$ cat src/rtl/dm_resp_pkg.sv
// Shared types for the data-memory responder: FSM state, latched op and wait-counter width.
package dm_resp_pkg;

    localparam int WAIT_W = 4;

    typedef enum logic [1:0] {
        ST_IDLE = 2'd0,
        ST_WAIT = 2'd1,
        ST_RESP = 2'd2
    } state_t;

    typedef enum logic {
        OP_RD = 1'b0,
        OP_WR = 1'b1
    } op_t;

    // A simultaneous read+write request is served as a write.
    function automatic op_t op_from_req(input logic rd, input logic wr);
        return (wr || !rd) ? OP_WR : OP_RD;
    endfunction

endpackage

$ cat src/rtl/dm_wait_counter.sv
// Wait-state countdown for the responder: loaded on request accept, decremented while waiting.
module dm_wait_counter
    import dm_resp_pkg::*;
#(
    parameter logic [WAIT_W-1:0] LOAD_VAL = 4'd1
) (
    input  logic              clk,
    input  logic              rst,
    input  logic              load,
    input  logic              dec,
    output logic [WAIT_W-1:0] count,
    output logic              last
);

    always_ff @(posedge clk or posedge rst) begin
        if (rst) begin
            count <= '0;
        end else if (load) begin
            count <= LOAD_VAL;
        end else if (dec && count != '0) begin
            count <= count - 1'b1;
        end
    end

    assign last = (count == WAIT_W'(1));

endmodule

$ cat src/rtl/data_mem_responder.sv
// Responder end of the datapath load/store port: one transaction at a time with programmable wait states.
// Optional build macro DM_RESP_RANGE_CHECK_EN flags addresses beyond DEPTH with dm_err instead of wrapping.
module data_mem_responder
    import dm_resp_pkg::*;
#(
    parameter int unsigned DATA_W      = 32,
    parameter int unsigned ADDR_W      = 5,
    parameter int unsigned WAIT_CYCLES = 1
) (
    input  logic              clk,
    input  logic              rst,
    input  logic              dm_rd,
    input  logic              dm_wr,
    input  logic [31:0]       addr,
    input  logic [DATA_W-1:0] wdata,
    output logic [DATA_W-1:0] data_rd,
    output logic              dm_ready,
    output logic              dm_err
);

    // Handshake: the requester holds dm_rd/dm_wr (with addr/wdata) until dm_ready pulses for one
    // cycle; a request still high when the FSM is back in IDLE starts a new transaction.
    localparam int unsigned DEPTH = 1 << ADDR_W;

    state_t              state;
    state_t              state_nxt;
    op_t                 op_q;
    logic [ADDR_W-1:0]   idx_q;
    logic [DATA_W-1:0]   wdata_q;
    logic                oor_q;
    logic                addr_oor;
    logic                req;
    logic                accept;
    logic                wait_load;
    logic                wait_dec;
    logic [WAIT_W-1:0]   wait_count;
    logic                wait_last;
    logic [DATA_W-1:0]   mem [DEPTH];

`ifdef DM_RESP_RANGE_CHECK_EN
    assign addr_oor = (addr >> ADDR_W) != 32'd0;
`else
    logic addr_hi_unused;
    assign addr_hi_unused = ^addr[31:ADDR_W];
    assign addr_oor       = 1'b0;
`endif

    assign req    = dm_rd | dm_wr;
    assign accept = (state == ST_IDLE) && req;

    dm_wait_counter #(
        .LOAD_VAL(WAIT_CYCLES[WAIT_W-1:0])
    ) u_wait (
        .clk  (clk),
        .rst  (rst),
        .load (wait_load),
        .dec  (wait_dec),
        .count(wait_count),
        .last (wait_last)
    );

    always_comb begin
        state_nxt = state;
        wait_load = 1'b0;
        wait_dec  = 1'b0;
        case (state)
            ST_IDLE: begin
                if (req) begin
                    wait_load = 1'b1;
                    state_nxt = (WAIT_CYCLES == 0) ? ST_RESP : ST_WAIT;
                end
            end
            ST_WAIT: begin
                wait_dec = 1'b1;
                // A zero count can only appear if the load value wrapped; never stall on it.
                if (wait_last || wait_count == '0) begin
                    state_nxt = ST_RESP;
                end
            end
            ST_RESP: state_nxt = ST_IDLE;
            default: state_nxt = ST_IDLE;
        endcase
    end

    always_ff @(posedge clk or posedge rst) begin
        if (rst) begin
            state    <= ST_IDLE;
            data_rd  <= '0;
            dm_ready <= 1'b0;
            dm_err   <= 1'b0;
            op_q     <= OP_RD;
            idx_q    <= '0;
            wdata_q  <= '0;
            oor_q    <= 1'b0;
        end else begin
            state    <= state_nxt;
            dm_ready <= (state == ST_RESP);
            dm_err   <= (state == ST_RESP) && oor_q;
            if (accept) begin
                op_q    <= op_from_req(dm_rd, dm_wr);
                idx_q   <= addr[ADDR_W-1:0];
                wdata_q <= wdata;
                oor_q   <= addr_oor;
            end
            if (state == ST_RESP && op_q == OP_RD) begin
                data_rd <= oor_q ? '0 : mem[idx_q];
            end
        end
    end

    // RAM has no reset so its contents survive rst; state is IDLE while rst is high.
    always_ff @(posedge clk) begin
        if (state == ST_RESP && op_q == OP_WR && !oor_q) begin
            mem[idx_q] <= wdata_q;
        end
    end

endmodule

$ cat config.mk
export PLATFORM = sky130hd
export DESIGN_NAME = data_mem_responder
export DESIGN_NICKNAME = d
export VERILOG_FILES = /design/src/rtl/dm_resp_pkg.sv /design/src/rtl/dm_wait_counter.sv /design/src/rtl/data_mem_responder.sv
export SDC_FILE = /design/constraint.sdc
export NUM_CORES = 1
export LEC_CHECK = 0
export CORE_MARGIN = 10
export CORE_UTILIZATION = 40
export DETAILED_ROUTE_END_ITERATION = 10
export MAX_ROUTING_LAYER = met4
export PLACE_DENSITY_LB_ADDON = 0.25
export SLEW_MARGIN = 20
export SYNTH_ARGS = -nofsm -noshare
export SYNTH_HDL_FRONTEND = slang
export SYNTH_HIERARCHICAL = 1
export SYNTH_SLANG_ARGS = --single-unit
$ cat constraint.sdc
create_clock -name clk -period 4.4 [get_ports clk]
set_input_delay 0.66 -clock clk [delete_from_list [all_inputs] [get_ports clk]]
set_output_delay 0.66 -clock clk [all_outputs]
set_load 0.02 [all_outputs]
==> impl_results.md, run 1 <==
- Slowest stage delay, CP: 0.86 ns
- Worst Tran Pin Value: 1.10 ns
- Multiplexer share of the synthesized area: 14.3%
- Syn nets: 2123
- 1st-pass router iterations: 5
- Die footprint: 118000 um^2
- Setup crit start kind: flop
- Global-route usage over all layers: 18.6%
- Cell row count: 118
- Adder-Cell Fraction of Synth Area: 0.0895%
- Met3 usage: 3.58%
- CP Launch Point: idx_q[3]$_DFFE_PP0P_
- Yosys reg bits: 1101
- Layout cells sized above 1: 22.7%
- Clock H-tree levels: 3
- RR Startpoint: idx_q[3]$_DFFE_PP0P_
- Synth Instances: 2052
- Power density over the cells: 651 nW/um^2
- CP bufs+invs: 1
- Fin crit share: 74.6%
- Final net count: 2302
- Vias in the first global route: 21700
- WP data required: 4.75 ns
- Yosys warning total: 6
- Max-slew headroom: 26.7%
- First-pass GRT wire length: 155 mm
- Total gr overflow: 0
- Crit path max fanout: 23
- Post-layout util: 47.0%
- Final hold vios: 0
- Sequential cell area: 32700 um^2
- Clock Tree Root: clkbuf_16
- Slowest-stage cell, CP: nor2_1
- Status: finished, final reports clean
- Routing usage on met2: 29.8%
- Cts hold-fix bufs: 0
- Ys async rst share: 6.99%
- Static Leak: 15.7 nW
- Initial DRC count: 2297
- Dpl cells: 3496
- Fmax: 0.305 GHz
- Layout fillers: 8545
- Post-Synth Simple-Gate Area: 2.49%
- Synth cell types: 57
- Initial core utilization: 40.4%
- Total setup violations reported at the end of the flow: 0
- Clk sinks: 1101
- Synth Cell Area: 42000 um^2
- Post-synth EDFFs: 1024
- Synth Area in XOR/XNOR: 0%
- Delay-heaviest family, CP: simple AND/OR/NAND/NOR gates
- Post-CTS resize count: 0
- Detailed-route via count: 20900
- Top_reg_cell synth: edfxtp_1
- Vias per inst: 5.63
- Post-DP HPWL: 62.2 mm
- Total CTS buffers: 113
- Antenna Nets Post-Route: 0
- Fin Hold WS: 0.258 ns
- Final wirelength: 107 mm
- Complex-gate fraction of the synthesized area: 3.70%
- Post-CTS Setup Inserts: 0
- Layout area overhead: 16.3%
- Final setup TNS: 0 ns
- Most common cell after layout, fill and taps aside: edfxtp_1
- # IOs: 102
- CP Capture Type: flop
- Finished Layout Cells: 3710
- Pins Over Slew Limit: 0
- Worst EP arrival: 3.64 ns
- Mean Syn Cell Area: 20.4 um^2
- Clock Latency Late Sink: 0.70 ns
- VDD IR max: 0.626 mV
- Setup Skew: 0.0351 ns
- Largest family of logic cells by synthesized area: multiplexers
- Port-buffer cells: 73
- GR peak layer: met2
- CTS tree: done
- Die Height: 344 um
- DRC Markers: 0
- Sequential fraction of the synthesis area: 77.9%
- Hold crit path type: input pin to asynchronous set/reset pin
- Die Wd: 344 um
- Core Region: 104000 um^2
- Max-cap violation count: 0
- Clk buf depth: 3
- Initial antenna violation count: 1
- Cell Chain, Critical Path: nor2_1 > nand2_1 > nor2_4 > buf_4
- Period minus WS final: 3.28 ns
- Multi-input logic area: 8900 um^2
- Final GP Congestion: 0.798
- Worst-path clk slew: 0.06 ns
- Largest net degree at the start of global routing: 54
- CP Class: flop to flop
- Most frequent cells in the layout: edfxtp_1 (1024), mux2i_1 (173), mux4_2 (162)
- RSZ-0062 raised after global routing: false
- GR Util met1: 24.2%
- Post-DR wirelength/cell: 28.9 um
## worst paths after layout
check	slack, ns	cells past startpoint	to
setup reg to reg	1.12	4	mem[2][2]$_DFFE_PP_
hold / removal	0.26	2	u_wait/count[2]$_DFFE_PP0P_
max in group asynchronous	3.06	3	data_rd[28]$_DFFE_PP0P_
min in group clk	0.56	2	data_rd[27]$_DFFE_PP0P_
setup / recovery	1.12	4	mem[2][2]$_DFFE_PP_
hold reg to reg	0.56	2	data_rd[27]$_DFFE_PP0P_
## routing by layer
layer | part of all wire, % | vias to the layer above
met3 | 7.1 | 179
met5 | 0 | -
li1 | - | 8842
met4 | 2.9 | 0
met1 | 41 | 11100
met2 | 49 | 784
## where the power goes
group,switching [mW],internal (mW)
sequential,1.90,13.4
clock,3.92,5.50
combinational,3.82,3.18
## cells in the mapped netlist, types with 3 or more instances
| cell | n | area [um^2] |
|---|---|---|
| mux2i_1 | 173 | 1730 |
| a2111oi_0 | 3 | 26.3 |
| a211oi_1 | 7 | 52.6 |
| nor4_1 | 18 | 113 |
| or4_1 | 5 | 37.5 |
| a22oi_1 | 40 | 300 |
| a32o_1 | 6 | 60.1 |
| inv_1 | 6 | 22.5 |
| mux2_2 | 53 | 597 |
| and3_1 | 5 | 31.3 |
| nor2_1 | 105 | 394 |
| nor3_1 | 7 | 35.0 |
| nand4b_1 | 3 | 26.3 |
| a31oi_1 | 34 | 213 |
| nor2b_1 | 20 | 125 |
| nand2_1 | 22 | 82.6 |
| ha_1 | 3 | 37.5 |
| o22ai_1 | 58 | 363 |
| o21ai_0 | 33 | 165 |
| buf_6 | 8 | 90.1 |
| a22o_1 | 11 | 96.3 |
| clkbuf_1 | 29 | 109 |
| buf_2 | 36 | 180 |
| and2_1 | 3 | 18.8 |
| nand3_1 | 6 | 30.0 |
| mux4_2 | 162 | 3650 |
| a211o_1 | 4 | 35.0 |
| edfxtp_1 | 1024 | 30700 |
| a21oi_1 | 24 | 120 |
| dfrtp_1 | 77 | 1930 |
| nand2b_1 | 6 | 37.5 |
| buf_4 | 30 | 225 |
## logic make-up (layout without fill, tap and decap cells)
logic type	Yosys count	count (layout)
compound gates	233	233
flops	1101	1101
buf+inv	111	388
mux	389	389
fa+ha+maj	3	3
other cells	1	2
simple gates	214	214
## stage by stage
stage | cell area, um^2 | power, mW | setup WS (ns)
finish | 48800 | 31.8 | 1.12
global route | 48800 | 33.1 | 0.981
CTS | 48800 | 32.1 | 1.12
detailed placement | 45100 | 22.7 | 1.13
global placement | 45100 | 22.5 | 1.16
floorplan | 42000 | 19.6 | 1.14
## registers in the layout (all words and copies together), names as in the netlist
register and count:
wdata_q 32, dm_ready 1, u_wait/count 4, op_q 1, state 2, data_rd 32, idx_q 5, mem 1024
## layout make-up
| cell class | count | area share [%] |
|---|---|---|
| flip-flops and latches | 1101 | 67.0 |
| multi-input cells | 840 | 18.2 |
| well taps | 1380 | 3.54 |
| clock buffers | 171 | 6.65 |
| diodes | 1 | 0.00513 |
| inverters | 6 | 0.0513 |
| repair buffers | 169 | 3.62 |
| clock inverters | 42 | 0.895 |
## worst reg2reg max path, delay by kind of cell, from the launching register on
kind	cells	cell delay (ns)
AND/OR/NAND/NOR	3	1.80
flip-flops	1	0.78
buffers and inverters	1	0.39
Power figures use the tool's default switching activity.
==> run 2: changes to the inputs <==
clock period = 2.95 ns   (was 4.4 ns; I/O delays follow)
==> run 2 against run 1 <==
Power rose by 50%. Sequential power rose by 47%. Non-clock buffer count rose by 54. Die area did not move. Wire length fell by 2.0%. Cell count rose by 1.2%. Via count barely moved. First-iteration DRC count fell by 19%. Register-to-register slack got worse by 0.97 ns. Worst hold slack got worse by 0.21 ns. Critical path depth rose by 1. Critical endpoint is now data_rd[12]$_DFFE_PP0P_.
==> impl_results.md, run 2 (synthesis results as in run 1) <==
- Antenna Nets Post-Route: 0 (unchanged)
- Post-CTS resize count: 0 (unchanged)
- CP Capture Type: flop (unchanged)
- DRC Markers: 0 (unchanged)
- Max reg flops: 1024 (unchanged)
- Clock Latency Late Sink: 0.68 ns (was 0.70 ns)
- CP Launch Point: idx_q[0]$_DFFE_PP0P_ (was idx_q[3]$_DFFE_PP0P_)
- Largest net degree at the start of global routing: 58 (was 54)
- Vias in the first global route: 21600 (was 21700)
- Post-CTS Setup Inserts: 0 (unchanged)
- Pins Over Slew Limit: 0 (unchanged)
- Global-route usage over all layers: 18.2% (was 18.6%)
- Setup Skew: 0.0358 ns (was 0.0351 ns)
- Pre-CTS setup slack: 0.0887 ns (was 1.13 ns)
- Hold crit path type: input pin to asynchronous set/reset pin (unchanged)
- Worst EP arrival: 3.33 ns (was 3.64 ns)
- Power density over the cells: 969 nW/um^2 (was 651 nW/um^2)
- Layout area overhead: 17.2% (was 16.3%)
- Post-layout util: 47.4% (was 47.0%)
- Pint: 33.3 mW (was 22.1 mW)
- CP Class: flop to flop (unchanged)
- Most frequent cells in the layout: edfxtp_1 (1024), mux2i_1 (173), mux4_2 (162) (unchanged)
- Final Power: 47.6 mW (was 31.8 mW)
- First-pass GRT wire length: 152 mm (was 155 mm)
- Static Leak: 16.0 nW (was 15.7 nW)
- RR Startpoint: idx_q[0]$_DFFE_PP0P_ (was idx_q[3]$_DFFE_PP0P_)
- # IOs: 102 (unchanged)
- 1st-pass router iterations: 5 (unchanged)
- Cts hold-fix bufs: 0 (unchanged)
- Clock Tree Root: clkbuf_16 (unchanged)
- Top reg by flops: mem (unchanged)
- Port-buffer cells: 73 (unchanged)
- Cell row count: 118 (unchanged)
- Setup ws final: 0.151 ns (was 1.12 ns)
- Worst Tran Pin Value: 1.12 ns (was 1.10 ns)
- Final net count: 2352 (was 2302)
- Dpl cells: 3550 (was 3496)
- Post-DP HPWL: 63.6 mm (was 62.2 mm)
- Clk buf depth: 3 (unchanged)
- Crit path max fanout: 27 (was 23)
- Sw frac: 30.1% (was 30.4%)
- Setup crit start kind: flop (unchanged)
- CTS tree: done (unchanged)
- Total CTS buffers: 109 (was 113)
- Total setup violations reported at the end of the flow: 0 (unchanged)
- RSZ-0062 raised after global routing: false (unchanged)
- Worst-path clk slew: 0.06 ns (about the same)
- Clk pwr share: 29.4% (was 29.7%)
- Core Region: 104000 um^2 (unchanged)
- Seq pwr share: 47.7% (was 48.3%)
- Finished Layout Cells: 3753 (was 3710)
- Vias per inst: 5.56 (was 5.63)
- Layout cells sized above 1: 24.3% (was 22.7%)
- Initial antenna violation count: 1 (unchanged)
- Fin crit share: 94.9% (was 74.6%)
- Initial DRC count: 1866 (was 2297)
- Most common cell after layout, fill and taps aside: edfxtp_1 (unchanged)
- WP data required: 3.48 ns (was 4.75 ns)
- Detailed-route via count: 20900 (about the same)
- Placement Cell Area: 45500 um^2 (was 45100 um^2)
- Diode count: 0 (was 1)
- Die Wd: 344 um (unchanged)
- Fmax: 0.357 GHz (was 0.305 GHz)
- Final hold vios: 0 (unchanged)
- Clock H-tree levels: 3 (unchanged)
- Post-layout instance area: 49200 um^2 (was 48800 um^2)
- Clk sinks: 1101 (unchanged)
- Max-slew headroom: 25.5% (was 26.7%)
- Die Height: 344 um (unchanged)
- Initial core utilization: 40.4% (unchanged)
- Combinational group share of total power: 22.9% (was 22.0%)
- Total gr overflow: 0 (unchanged)
- Status: finished, final reports clean (unchanged)
- VDD IR max: 0.651 mV (was 0.626 mV)
- Final GP Congestion: 0.780 (was 0.798)
- Max-cap violation count: 0 (unchanged)
- Die footprint: 118000 um^2 (unchanged)
- NetSw: 14.3 mW (was 9.65 mW)
- Final wirelength: 105 mm (was 107 mm)
- Period minus WS final: 2.80 ns (was 3.28 ns)
- Post-DR wirelength/cell: 28.0 um (was 28.9 um)
- Top flop regs: mem: 1024 flops, data_rd: 32 flops, wdata_q: 32 flops (unchanged)
run 2: cell types whose count changed in the layout (fill, tap and decap cells not counted), moves of 2 or more:
cell and change:
clkinv_1 +10, clkbuf_8 -2, buf_12 +3, clkbuf_16 -4
bufinv_16 +4, dfrtp_1 -2, dfrtp_2 +2, buf_4 +51
clkbuf_1 -12, clkinv_2 -6
run 2: path summary, 6_finish.rpt:
| kind | to | cells after the start | slack (ns) |
|---|---|---|---|
| worst max-delay path | data_rd[12]$_DFFE_PP0P_ | 5 | 0.15 |
| worst min-delay path | u_wait/count[0]$_DFFE_PP0P_ | 2 | 0.05 |
| worst max register to register | data_rd[12]$_DFFE_PP0P_ | 5 | 0.15 |
| worst min register to register | data_rd[3]$_DFFE_PP0P_ | 2 | 0.55 |
| max in group asynchronous | wdata_q[5]$_DFFE_PP0P_ | 3 | 2.04 |
| min in group clk | wdata_q[12]$_DFFE_PP0P_ | 2 | 0.37 |
run 2: through the flow:
step / hold slack [ns] / setup TNS, ns
2_1_floorplan: 0.209 / -239.82
3_3_place_gp: 0.539 / 0
3_5_place_dp: 0.542 / 0
4_1_cts: 0.00579 / 0
5_1_grt: 0.0247 / 0
6_report: 0.0473 / 0
run 2: final cells by class:
type	count	area, um^2
multi-input combinational	840	8900
clock buffer	153	3070
sequential	1101	32700
tap	1380	1730
clock inverter	50	557
timing repair buffer	223	2210
inverter	6	25.0
fill	8461	54600
run 2: power groups by stage:
stage / logic [mW] / registers, mW / clock network (mW)
floorplan: 7.35 / 21.9 / 0
global placement: 10.9 / 22.8 / 0
detailed placement: 11.0 / 23.1 / 0
CTS: 11.1 / 22.8 / 14.2
global route: 11.7 / 23.1 / 14.9
finish: 10.9 / 22.7 / 14.0
run 2: critical path: stages (launching register included):
cell and delay (ns):
dfrtp_4 0.73, nand4b_1 0.57, buf_4 0.38, o22ai_1 0.14, a2111oi_0 0.63, a31oi_1 0.17
run 2: routing by layer:
metal  GRT usage [%]  routed length, um
met2            29.2              51400
met1            23.8              44600
met4            4.90               2670
met3            3.39               6400
met5               -                  0
==> run 3: changes to the inputs <==
GPL_TIMING_DRIVEN = 0   (was unset)
==> run 3 against run 2 <==
Clock-buffer cell count rose by 5. Clock skew decreased by 0.0084 ns. Fmax is 3.6% lower. Largest cell class unchanged. Highest routed layer unchanged.
==> impl_results.md, run 3 (synthesis results as in run 1) <==
- Status: finished, final reports clean (unchanged)
- Fin crit share: 98.5% (was 94.9%)
- Die footprint: 118000 um^2 (unchanged)
- VDD IR max: 0.599 mV (was 0.651 mV)
- DRC Markers: 0 (unchanged)
- Final Power: 48.9 mW (was 47.6 mW)
- Clk sinks: 1101 (unchanged)
- CP Launch Point: idx_q[0]$_DFFE_PP0P_ (unchanged)
- Clock H-tree levels: 3 (unchanged)
- # IOs: 102 (unchanged)
- Clk buf depth: 3 (unchanged)
- Final GP Congestion: 0.827 (was 0.780)
- Initial DRC count: 2552 (was 1866)
- Vias per inst: 5.84 (was 5.56)
- Top Layer Used: met4 (unchanged)
- Layout fillers: 8276 (was 8461)
- Initial antenna violation count: 2 (was 1)
- CP Class: flop to flop (unchanged)
- Period minus WS final: 2.91 ns (was 2.80 ns)
- Die Wd: 344 um (unchanged)
- Top reg by flops: mem (unchanged)
- Die Height: 344 um (unchanged)
- WP data required: 3.34 ns (was 3.48 ns)
- Final net count: 2424 (was 2352)
- Top flop regs: mem: 1024 flops, data_rd: 32 flops, wdata_q: 32 flops (unchanged)
- Clock Latency Late Sink: 0.70 ns (was 0.68 ns)
- Total setup violations reported at the end of the flow: 0 (unchanged)
- Most common cell after layout, fill and taps aside: edfxtp_1 (unchanged)
- Worst EP arrival: 3.29 ns (was 3.33 ns)
- Max reg flops: 1024 (unchanged)
- Most frequent cells in the layout: edfxtp_1 (1024), mux2i_1 (173), mux4_2 (162) (unchanged)
- Setup Skew: 0.0274 ns (was 0.0358 ns)
- Cell row count: 118 (unchanged)
- First-pass GRT wire length: 171 mm (was 152 mm)
- Fin Hold WS: 0.0536 ns (was 0.0473 ns)
- Static Leak: 16.5 nW (was 16.0 nW)
- Initial core utilization: 40.4% (unchanged)
- Worst R2R Path Depth: 10 (was 5)
- Global-route usage over all layers: 20.9% (was 18.2%)
- Reg2reg setup slack: 0.04 ns (was 0.15 ns)
- Power density over the cells: 967 nW/um^2 (was 969 nW/um^2)
- Reg-to-Reg End: mem[23][15]$_DFFE_PP_ (was data_rd[12]$_DFFE_PP0P_)
- Antenna Nets Post-Route: 0 (unchanged)
- Post-DP HPWL: 79.8 mm (was 63.6 mm)
- Vias in the first global route: 22900 (was 21600)
- Post-DR wirelength/cell: 31.7 um (was 28.0 um)
- Largest net degree at the start of global routing: 47 (was 58)
- Final wirelength: 121 mm (was 105 mm)
- Metal-1 WL: 47.2 mm (was 44.6 mm)
- Clock Tree Root: clkbuf_16 (unchanged)
- Setup crit start kind: flop (unchanged)
- Detailed-route via count: 22400 (was 20900)
- Layout area overhead: 20.6% (was 17.2%)
- Max-slew headroom: 20.3% (was 25.5%)
- Hold crit path type: input pin to asynchronous set/reset pin (unchanged)
- Worst Tran Pin Value: 1.20 ns (was 1.12 ns)
- Max-cap violation count: 0 (unchanged)
- Crit path max fanout: 19 (was 27)
- CTS tree: done (unchanged)
- Total gr overflow: 0 (unchanged)
- Fmax: 0.344 GHz (was 0.357 GHz)
- Final hold vios: 0 (unchanged)
- Pins Over Slew Limit: 0 (unchanged)
- Metal3 WL: 10.4 mm (was 6.40 mm)
- Port-buffer cells: 73 (unchanged)
- Core Region: 104000 um^2 (unchanged)
- Worst-path clk slew: 0.06 ns (about the same)
- 1st-pass router iterations: 5 (unchanged)
- RR Startpoint: idx_q[0]$_DFFE_PP0P_ (unchanged)
- Diode count: 0 (unchanged)
- Layout cells sized above 1: 26.4% (was 24.3%)
- Metal2 WL: 59.3 mm (was 51.4 mm)
- CP Capture Type: flop (unchanged)
- Total CTS buffers: 110 (was 109)
==> run 3: changes by cell type in the layout (fill, tap and decap cells not counted), sizes merged <==
cell,change
buf,+38
clkbuf,+37
clkinv,+6
bufinv,-3
inv,-2
clkdlybuf4s18,+1
==> run 3: how the worst max path moves through the flow <==
stage,endpoint,cells past startpoint
final,mem[23][15]$_DFFE_PP_,10
after global routing,mem[23][9]$_DFFE_PP_,10
after CTS,mem[20][12]$_DFFE_PP_,8
after detailed placement,mem[23][14]$_DFFE_PP_,8
after global placement,mem[7][25]$_DFFE_PP_,7
after floorplan,mem[11][0]$_DFFE_PP_,7
==> run 3: where the power goes <==
group | leakage, nW | internal (mW) | total (mW) | switching (mW)
combinational | 4.66 | 5.03 | 12.5 | 7.44
sequential | 10.1 | 20.0 | 22.6 | 2.53
clock | 1.75 | 7.97 | 13.8 | 5.88
==> run 3: cell type report <==
cell class | count | area, um^2 | share of cell area, %
Clock inverter | 51 | 520 | 1.03
Multi-Input combinational cell | 840 | 8950 | 17.7
Sequential cell | 1101 | 32700 | 64.6
Clock buffer | 158 | 3080 | 6.08
Timing Repair Buffer | 193 | 2960 | 5.84
Buffer | 101 | 647 | 1.28
Tap cell | 1380 | 1730 | 3.41
Inverter | 6 | 27.5 | 0.0544
==> run 3: worst max-delay path, stage by stage, from the launching register on <==
cell and delay [ns]:
dfrtp_1 0.33, buf_6 0.15, buf_4 0.31, buf_6 0.31
buf_6 0.31, nand4_1 0.21, buf_4 0.24, buf_4 0.15
buf_4 0.14, nor2_4 0.18, buf_12 0.23
==> run 3: routing by layer <==
layer | vias to the layer above | global-route usage [%]
met5 | - | -
met4 | 0 | 7.19
met3 | 262 | 4.25
met2 | 1190 | 33.7
met1 | 11800 | 26.4
li1 | 9095 | -
==> run 3: timing repair <==
action / in CTS / in global routing
resized for setup: 18 / 20
buffers inserted: 56 / 2
endpoints found under the setup margin: 1037 / 151
pin swaps: 31 / 1
gates cloned: 0 / 0
hold buffers: 0 / 0
==> run 3: metrics by stage <==
step | worst slack [ns] | instance area [um^2] | instances | util [%] | setup TNS, ns
after global routing | -0.00186 | 50600 | 3830 | 48.7 | -0.00205
after global placement | -3.43 | 44400 | 3505 | 42.8 | -2875.63
after detailed placement | -1.39 | 46200 | 3567 | 44.5 | -634.67
after floorplan | -0.311 | 42000 | 2052 | - | -239.82
after CTS | 0.00841 | 50500 | 3828 | 48.7 | 0
final | 0.0449 | 50600 | 3830 | 48.7 | 0
